==> config.mk <==
export PLATFORM = sky130hd
export DESIGN_NAME = act_fp16_sweep_driver
export DESIGN_NICKNAME = d
export VERILOG_FILES = /design/src/rtl/act_fp16_sweep_driver.sv
export SDC_FILE = /design/constraint.sdc
export NUM_CORES = 1
export LEC_CHECK = 0
export BUFFER_PORTS_ARGS = -buffer_cell sky130_fd_sc_hd__buf_2
export CAP_MARGIN = 20
export CORE_AREA = 2 2 175 177
export DETAILED_ROUTE_END_ITERATION = 6
export DIE_AREA = 0 0 177 179
export PLACE_DENSITY = 0.81
export RECOVER_POWER = 25
export SKIP_CTS_REPAIR_TIMING = 1
export SLEW_MARGIN = 5
export SYNTH_ARGS = -nofsm -noshare
export SYNTH_HDL_FRONTEND = slang
export SYNTH_SLANG_ARGS = --single-unit
==> constraint.sdc <==
create_clock -name clock -period 3.5 [get_ports clock]
set_input_delay 0.525 -clock clock [delete_from_list [all_inputs] [get_ports clock]]
set_output_delay 0.525 -clock clock [all_outputs]
set_load 0.02 [all_outputs]
==> src/rtl/act_fp16_sweep_driver.sv <==
// act_fp16_sweep_driver
//   Sweeps an inclusive range of fp16 codes into an activation unit over its
//   valid/ready input side. Collects the unit's results and pairs each one
//   with the code that produced it through an in-flight tag FIFO. Emits
//   (code, result) records downstream. Pairing does not depend on the unit's
//   latency.
//
// Optional feature macro: ACT_SWEEP_CHECK_EN
//   When defined, adds the nan_count and sign_err_count result checkers.
//
// Ports
//   clock, reset          single clock; asynchronous active-high reset
//   start                 launch pulse, only honoured while idle
//   first_code/last_code  inclusive sweep range; last<first wraps through 0xFFFF
//   busy, done            sweep running / one-cycle completion pulse
//   err_orphan            sticky: a result arrived with no code in flight
//   act_ivalid/act_datain/act_oready   code issue handshake to the unit
//   act_ovalid/act_dataout/act_iready  result handshake from the unit
//   rec_valid/rec_ready/rec_code/rec_result  record output handshake
//   nan_count, sign_err_count          (ACT_SWEEP_CHECK_EN only)
module act_fp16_sweep_driver #(
  parameter int TAG_DEPTH = 16,
  parameter int TAG_AW    = 4
) (
  input  logic        clock,
  input  logic        reset,
  input  logic        start,
  input  logic [15:0] first_code,
  input  logic [15:0] last_code,
  output logic        busy,
  output logic        done,
  output logic        err_orphan,
  output logic        act_ivalid,
  output logic [15:0] act_datain,
  input  logic        act_oready,
  input  logic        act_ovalid,
  input  logic [15:0] act_dataout,
  output logic        act_iready,
  output logic        rec_valid,
  input  logic        rec_ready,
  output logic [15:0] rec_code,
  output logic [15:0] rec_result
`ifdef ACT_SWEEP_CHECK_EN
  ,
  output logic [16:0] nan_count,
  output logic [16:0] sign_err_count
`endif
);

  typedef enum logic [1:0] {
    ST_IDLE  = 2'd0,
    ST_ISSUE = 2'd1,
    ST_DRAIN = 2'd2,
    ST_DONE  = 2'd3
  } state_e;

  localparam logic [TAG_AW:0] FULL_CNT = (TAG_AW+1)'(TAG_DEPTH);

  // fp16 field helpers
  function automatic logic fp16_is_nan(input logic [15:0] x);
    return (x[14:10] == 5'h1F) && (x[9:0] != 10'h000);
  endfunction

  function automatic logic fp16_is_zero(input logic [15:0] x);
    return (x[14:0] == 15'h0000);
  endfunction

  state_e             state_q;
  logic [15:0]        cur_q;        // wraps naturally through 0xFFFF -> 0x0000
  logic [16:0]        remaining_q;  // 1..65536 codes still to issue
  logic               busy_q;
  logic               done_q;
  logic               err_orphan_q;
  logic               rec_valid_q;
  logic [15:0]        rec_code_q;
  logic [15:0]        rec_result_q;
  logic [15:0]        tag_mem_q [TAG_DEPTH];
  logic [TAG_AW-1:0]  wr_ptr_q;
  logic [TAG_AW-1:0]  rd_ptr_q;
  logic [TAG_AW:0]    count_q;
  logic [TAG_AW:0]    count_d;

  logic               fifo_full_s;
  logic               fifo_empty_s;
  logic               iready_s;
  logic               issue_s;
  logic               accept_s;
  logic               pop_s;
  logic               orphan_s;
  logic [15:0]        pop_code_s;
  logic [16:0]        span_s;

  assign fifo_full_s  = (count_q == FULL_CNT);
  assign fifo_empty_s = (count_q == '0);

  // Response side stays open while the record slot is free or being handed off.
  // Held low during reset so every output reads 0 while reset is asserted.
  assign iready_s = !reset && (!rec_valid_q || rec_ready);

  assign issue_s  = (state_q == ST_ISSUE) && !fifo_full_s && act_oready;
  assign accept_s = act_ovalid && iready_s;
  // A result is paired if a tag is queued or one is being pushed this cycle.
  assign pop_s    = accept_s && (!fifo_empty_s || issue_s);
  assign orphan_s = accept_s && fifo_empty_s && !issue_s;
  // Empty FIFO: forward the code being pushed straight to the record.
  assign pop_code_s = fifo_empty_s ? cur_q : tag_mem_q[rd_ptr_q];

  // Range size modulo 2^16 plus one covers both the normal and wrap-around cases.
  assign span_s = {1'b0, last_code - first_code} + 17'd1;

  assign busy       = busy_q;
  assign done       = done_q;
  assign err_orphan = err_orphan_q;
  assign act_ivalid = (state_q == ST_ISSUE) && !fifo_full_s;
  assign act_datain = cur_q;
  assign act_iready = iready_s;
  assign rec_valid  = rec_valid_q;
  assign rec_code   = rec_code_q;
  assign rec_result = rec_result_q;

  // Next FIFO occupancy from this cycle's push/pop pair
  always_comb begin
    count_d = count_q;
    case ({issue_s, pop_s})
      2'b10:   count_d = count_q + (TAG_AW+1)'(1);
      2'b01:   count_d = count_q - (TAG_AW+1)'(1);
      default: count_d = count_q;
    endcase
  end

  // Tag storage; occupancy is tracked by count_q so contents need no reset
  always_ff @(posedge clock) begin
    if (issue_s) begin
      tag_mem_q[wr_ptr_q] <= cur_q;
    end
  end

  // Sweep FSM, FIFO pointers, record register and status flags
  always_ff @(posedge clock or posedge reset) begin
    if (reset) begin
      state_q      <= ST_IDLE;
      cur_q        <= 16'h0000;
      remaining_q  <= 17'd0;
      busy_q       <= 1'b0;
      done_q       <= 1'b0;
      err_orphan_q <= 1'b0;
      rec_valid_q  <= 1'b0;
      rec_code_q   <= 16'h0000;
      rec_result_q <= 16'h0000;
      wr_ptr_q     <= '0;
      rd_ptr_q     <= '0;
      count_q      <= '0;
    end else begin
      done_q <= 1'b0;
      case (state_q)
        ST_IDLE: begin
          if (start) begin
            state_q     <= ST_ISSUE;
            cur_q       <= first_code;
            remaining_q <= span_s;
            busy_q      <= 1'b1;
          end
        end
        ST_ISSUE: begin
          if (issue_s) begin
            cur_q       <= cur_q + 16'd1;
            remaining_q <= remaining_q - 17'd1;
            if (remaining_q == 17'd1) begin
              state_q <= ST_DRAIN;
            end
          end
        end
        ST_DRAIN: begin
          if (fifo_empty_s && !rec_valid_q) begin
            state_q <= ST_DONE;
            busy_q  <= 1'b0;
            done_q  <= 1'b1;
          end
        end
        ST_DONE: begin
          state_q <= ST_IDLE;
        end
        default: begin
          state_q <= ST_IDLE;
        end
      endcase

      if (issue_s) begin
        wr_ptr_q <= wr_ptr_q + TAG_AW'(1);
      end
      if (pop_s) begin
        rd_ptr_q <= rd_ptr_q + TAG_AW'(1);
      end
      count_q <= count_d;

      if (pop_s) begin
        rec_code_q   <= pop_code_s;
        rec_result_q <= act_dataout;
        rec_valid_q  <= 1'b1;
      end else if (rec_ready) begin
        rec_valid_q  <= 1'b0;
      end

      if (orphan_s) begin
        err_orphan_q <= 1'b1;
      end
    end
  end

`ifdef ACT_SWEEP_CHECK_EN
  logic [16:0] nan_count_q;
  logic [16:0] sign_err_count_q;
  logic        sign_chk_s;

  // Sign check skips zero/NaN codes and zero results, where sign carries no meaning
  assign sign_chk_s = !fp16_is_zero(pop_code_s) && !fp16_is_nan(pop_code_s) &&
                      !fp16_is_zero(act_dataout);

  assign nan_count      = nan_count_q;
  assign sign_err_count = sign_err_count_q;

  // Result checkers, cleared when a new sweep is launched
  always_ff @(posedge clock or posedge reset) begin
    if (reset) begin
      nan_count_q      <= 17'd0;
      sign_err_count_q <= 17'd0;
    end else if ((state_q == ST_IDLE) && start) begin
      nan_count_q      <= 17'd0;
      sign_err_count_q <= 17'd0;
    end else if (pop_s) begin
      if (fp16_is_nan(act_dataout)) begin
        nan_count_q <= nan_count_q + 17'd1;
      end
      if (sign_chk_s && (pop_code_s[15] != act_dataout[15])) begin
        sign_err_count_q <= sign_err_count_q + 17'd1;
      end
    end
  end
`endif

endmodule
==> parameters.txt <==
Parameter                              Value

Logic synthesis
  Synthesis warning total ... 0
  Count of distinct cell types in the synthesized netlist ... 63
  Mapped Avg Cell Area ... 15.0 um^2
  Flop and latch count out of synthesis ... 340
  Syn Std Cell Area ... 15000 um^2
  Nets in the synthesized netlist ... 1089
  Sequential share of the synthesized area ... 0.651
  Number of enable flip-flop cells after synthesis ... 256
  Post-synthesis cell count ... 1001
  Most common flop cell mapped by yosys ... sky130_fd_sc_hd__edfxtp_1
  Post-synth ARST share ... 0.247

Global route
  M2 GR Usage ... 0.388
  Wire length of the first global-routing pass ... 53.7 mm
  Grt met3 use ... 0.0320
  GR Util All Layers ... 0.226
  Most used routing layer in global routing ... met2
  Maximum number of pins on one net before global-route repair ... 58
  Met1 Usage GRT ... 0.302
  Vias in the first global route ... 9292
  Initial antenna violation count ... 0
  Aggregate global routing overflow ... 0

CTS
  Total clock buffers created by CTS ... 37
  Clock Tree Buf Depth ... 3
  Depth of the CTS H-tree ... 2
  CTS tree ... done
  Root buffer selected by CTS ... sky130_fd_sc_hd__clkbuf_16
  Count of clock tree sinks ... 340
  CTS clk-pin slew, worst paths ... 0.06 ns
  Clk_lat worst skew ... 0.53 ns

Final layout
  Share of cells above drive strength 1 ... 0.255
  Number of nets in the finished design ... 1227
  Filler Cell Count ... 2279
  Count of placed standard cells in the final layout, fillers left out ... 1564
  Multi-input combinational cell area ... 4950 um^2
  Sequential standard cell area ... 9790 um^2
  Count of antenna diodes in the layout ... 0
  Layout area overhead ... 15.9%
  Final cell area excluding filler cells ... 17400 um^2

Placed design
  Global placer's final weighted congestion ... 0.824
  Detailed placer's ending HPWL ... 21.3 mm
  Cell area after placement ... 16200 um^2
  Buffers added on ports ... 107
  Number of cells in the design after placement ... 1496
  Setup WS pre-CTS ... 0.233 ns

Floorplan
  I/O Pins ... 108
  Die boundary width ... 177 um
  Rows ... 64
  Core box area ... 30000 um^2
  Initial standard-cell utilization of the core ... 0.501
  DIE HEIGHT ... 179 um
  DIE AREA ... 31700 um^2

Run status
  Violations in the final reports ... max-capacitance violations, max-slew violations
  Run status ... finished with violations

Drt
  Antenna viol nets, final ... 0
  DRC Markers ... 0
  Drt first pass iters ... 7
  Wirelength, routed ... 34.9 mm
  Vias post-DR ... 9214
  DRT iter0 DRCs ... 906
  Routed length per placed instance ... 22.3 um
  Via density per instance ... 5.89

Timing
  Final Setup Violations ... 0
  Fmax ... 0.319 GHz
  Slew Limit Fails ... 32
  Setup slack of the critical path after layout ... 0.363 ns
  RSZ-0062 raised after global routing ... no
  Final critical-path share of the clock period ... 0.896
  Post-layout minimum cycle time ... 3.14 ns
  Setup skew after layout ... 0.0175 ns
  Normalized max-slew margin ... -0.0346
  TNS Setup ... 0 ns
  Final hold violation count ... 0
  Pin slew with the least headroom to its limit ... 1.54 ns

Setup path
  Endpoint kind of the worst setup timing path ... flop
  CP max FO ... 22
  Data arrival time of the critical path ... 3.51 ns
  Type of the worst setup path ... flop to flop
  Launching element type of the critical path ... flop
  CP required ... 3.87 ns

Power
  Power consumption ... 14800 uW
  Pwr Density ... 851 nW/um^2
  Peak supply drop ... 0.518 mV
  Static leakage power ... 0.00638 uW

Hold path
  Class of the worst hold path ... primary input to flop

Flow run
  Max_cap viols ... 1
## worst max-delay path, stage by stage (launching register included)
cell and delay (ns):
sky130_fd_sc_hd__dfrtp_1 0.32, sky130_fd_sc_hd__clkbuf_1 0.83, sky130_fd_sc_hd__nand3_1 0.40, sky130_fd_sc_hd__nor2_1 0.29, sky130_fd_sc_hd__and3_1 0.25, sky130_fd_sc_hd__nand2_1 0.10
sky130_fd_sc_hd__nor2_1 0.20, sky130_fd_sc_hd__and3_1 0.22, sky130_fd_sc_hd__nand3_1 0.10, sky130_fd_sc_hd__mux2i_1 0.19, sky130_fd_sc_hd__a21oi_1 0.09
## stage by stage
stage,hold WS (ns),util
after global placement,0.452,0.540
after global routing,0.187,0.580
after CTS,0.0815,0.582
after detailed placement,0.457,0.540
after floorplan,0.471,-
final,0.184,0.580
## state kept, by name, summed over array words and instances, names as in the netlist, 2 cells and up
register	cells
act_datain	16
wr_ptr_q	4
count_q	5
rec_result	16
rd_ptr_q	4
tag_mem_q	256
rec_code	16
state_q	2
remaining_q	17
## logic make-up after synthesis
logic type      after synthesis  share of synthesized area
simple gates                246                     0.0786
mux                         102                      0.134
fa+ha+maj                    34                     0.0293
buf+inv                      82                     0.0211
flops                       340                      0.651
xor+xnor                     37                     0.0235
compound gates              160                     0.0620
## path summary, 6_finish.rpt
path / startpoint / end / slack, ns / cells after the start
max in group asynchronous: reset / remaining_q[12] / 1.13 / 3
min in group asynchronous: reset / rec_result[9] / 0.35 / 2
setup / recovery: act_datain[4] / act_datain[15] / 0.36 / 10
hold reg to reg: rec_result[6] / rec_result[6] / 0.47 / 2
setup reg to reg: act_datain[4] / act_datain[15] / 0.36 / 10
hold / removal: act_dataout[8] / rec_result[8] / 0.18 / 3
## cell type report
type / instances / area share
Sequential cell: 340 / 0.562
Multi-Input combinational cell: 579 / 0.284
Clock buffer: 47 / 0.0594
Timing Repair Buffer: 144 / 0.0450
Tap cell: 396 / 0.0284
Clock inverter: 21 / 0.0127
Inverter: 37 / 0.00804
## metal layers
metal	up-vias	share of wire	wire (um)
li1	4093	-	-
met4	0	0.021	733
met2	413	0.51	17800
met3	57	0.076	2670
met1	4651	0.39	13700
met5	-	0	0
## synthesized netlist by cell type (all sizes together), types with 22 or more instances
| cell | number | area share |
|---|---|---|
| ha | 32 | 0.027 |
| nand3 | 24 | 0.0087 |
| mux4 | 80 | 0.12 |
| a21oi | 68 | 0.023 |
| dfrtp | 84 | 0.14 |
| mux2i | 22 | 0.015 |
| edfxtp | 256 | 0.51 |
| o21ai | 43 | 0.014 |
| nand2 | 106 | 0.026 |
| inv | 37 | 0.0092 |
| clkbuf | 30 | 0.0075 |
| nor2 | 41 | 0.010 |
## where the power goes
part	internal (uW)	switching [uW]
clock	2340	1610
sequential	5360	735
combinational	2010	2760
## layout by cell type, fill, tap and decap left out, types with 16 or more instances in the layout
cell type,instances
sky130_fd_sc_hd__a21oi_1,65
sky130_fd_sc_hd__xnor2_1,17
sky130_fd_sc_hd__inv_1,33
sky130_fd_sc_hd__buf_2,106
sky130_fd_sc_hd__buf_4,25
sky130_fd_sc_hd__edfxtp_1,256
sky130_fd_sc_hd__dfrtp_1,82
sky130_fd_sc_hd__mux2i_1,22
sky130_fd_sc_hd__xor2_1,16
sky130_fd_sc_hd__nand2_1,106
sky130_fd_sc_hd__ha_1,31
sky130_fd_sc_hd__nor2_1,41
sky130_fd_sc_hd__mux4_2,80
sky130_fd_sc_hd__nand3_1,22
sky130_fd_sc_hd__and2_1,17
sky130_fd_sc_hd__o21ai_0,36
sky130_fd_sc_hd__clkbuf_16,38
(Power assumes the default switching activity.)
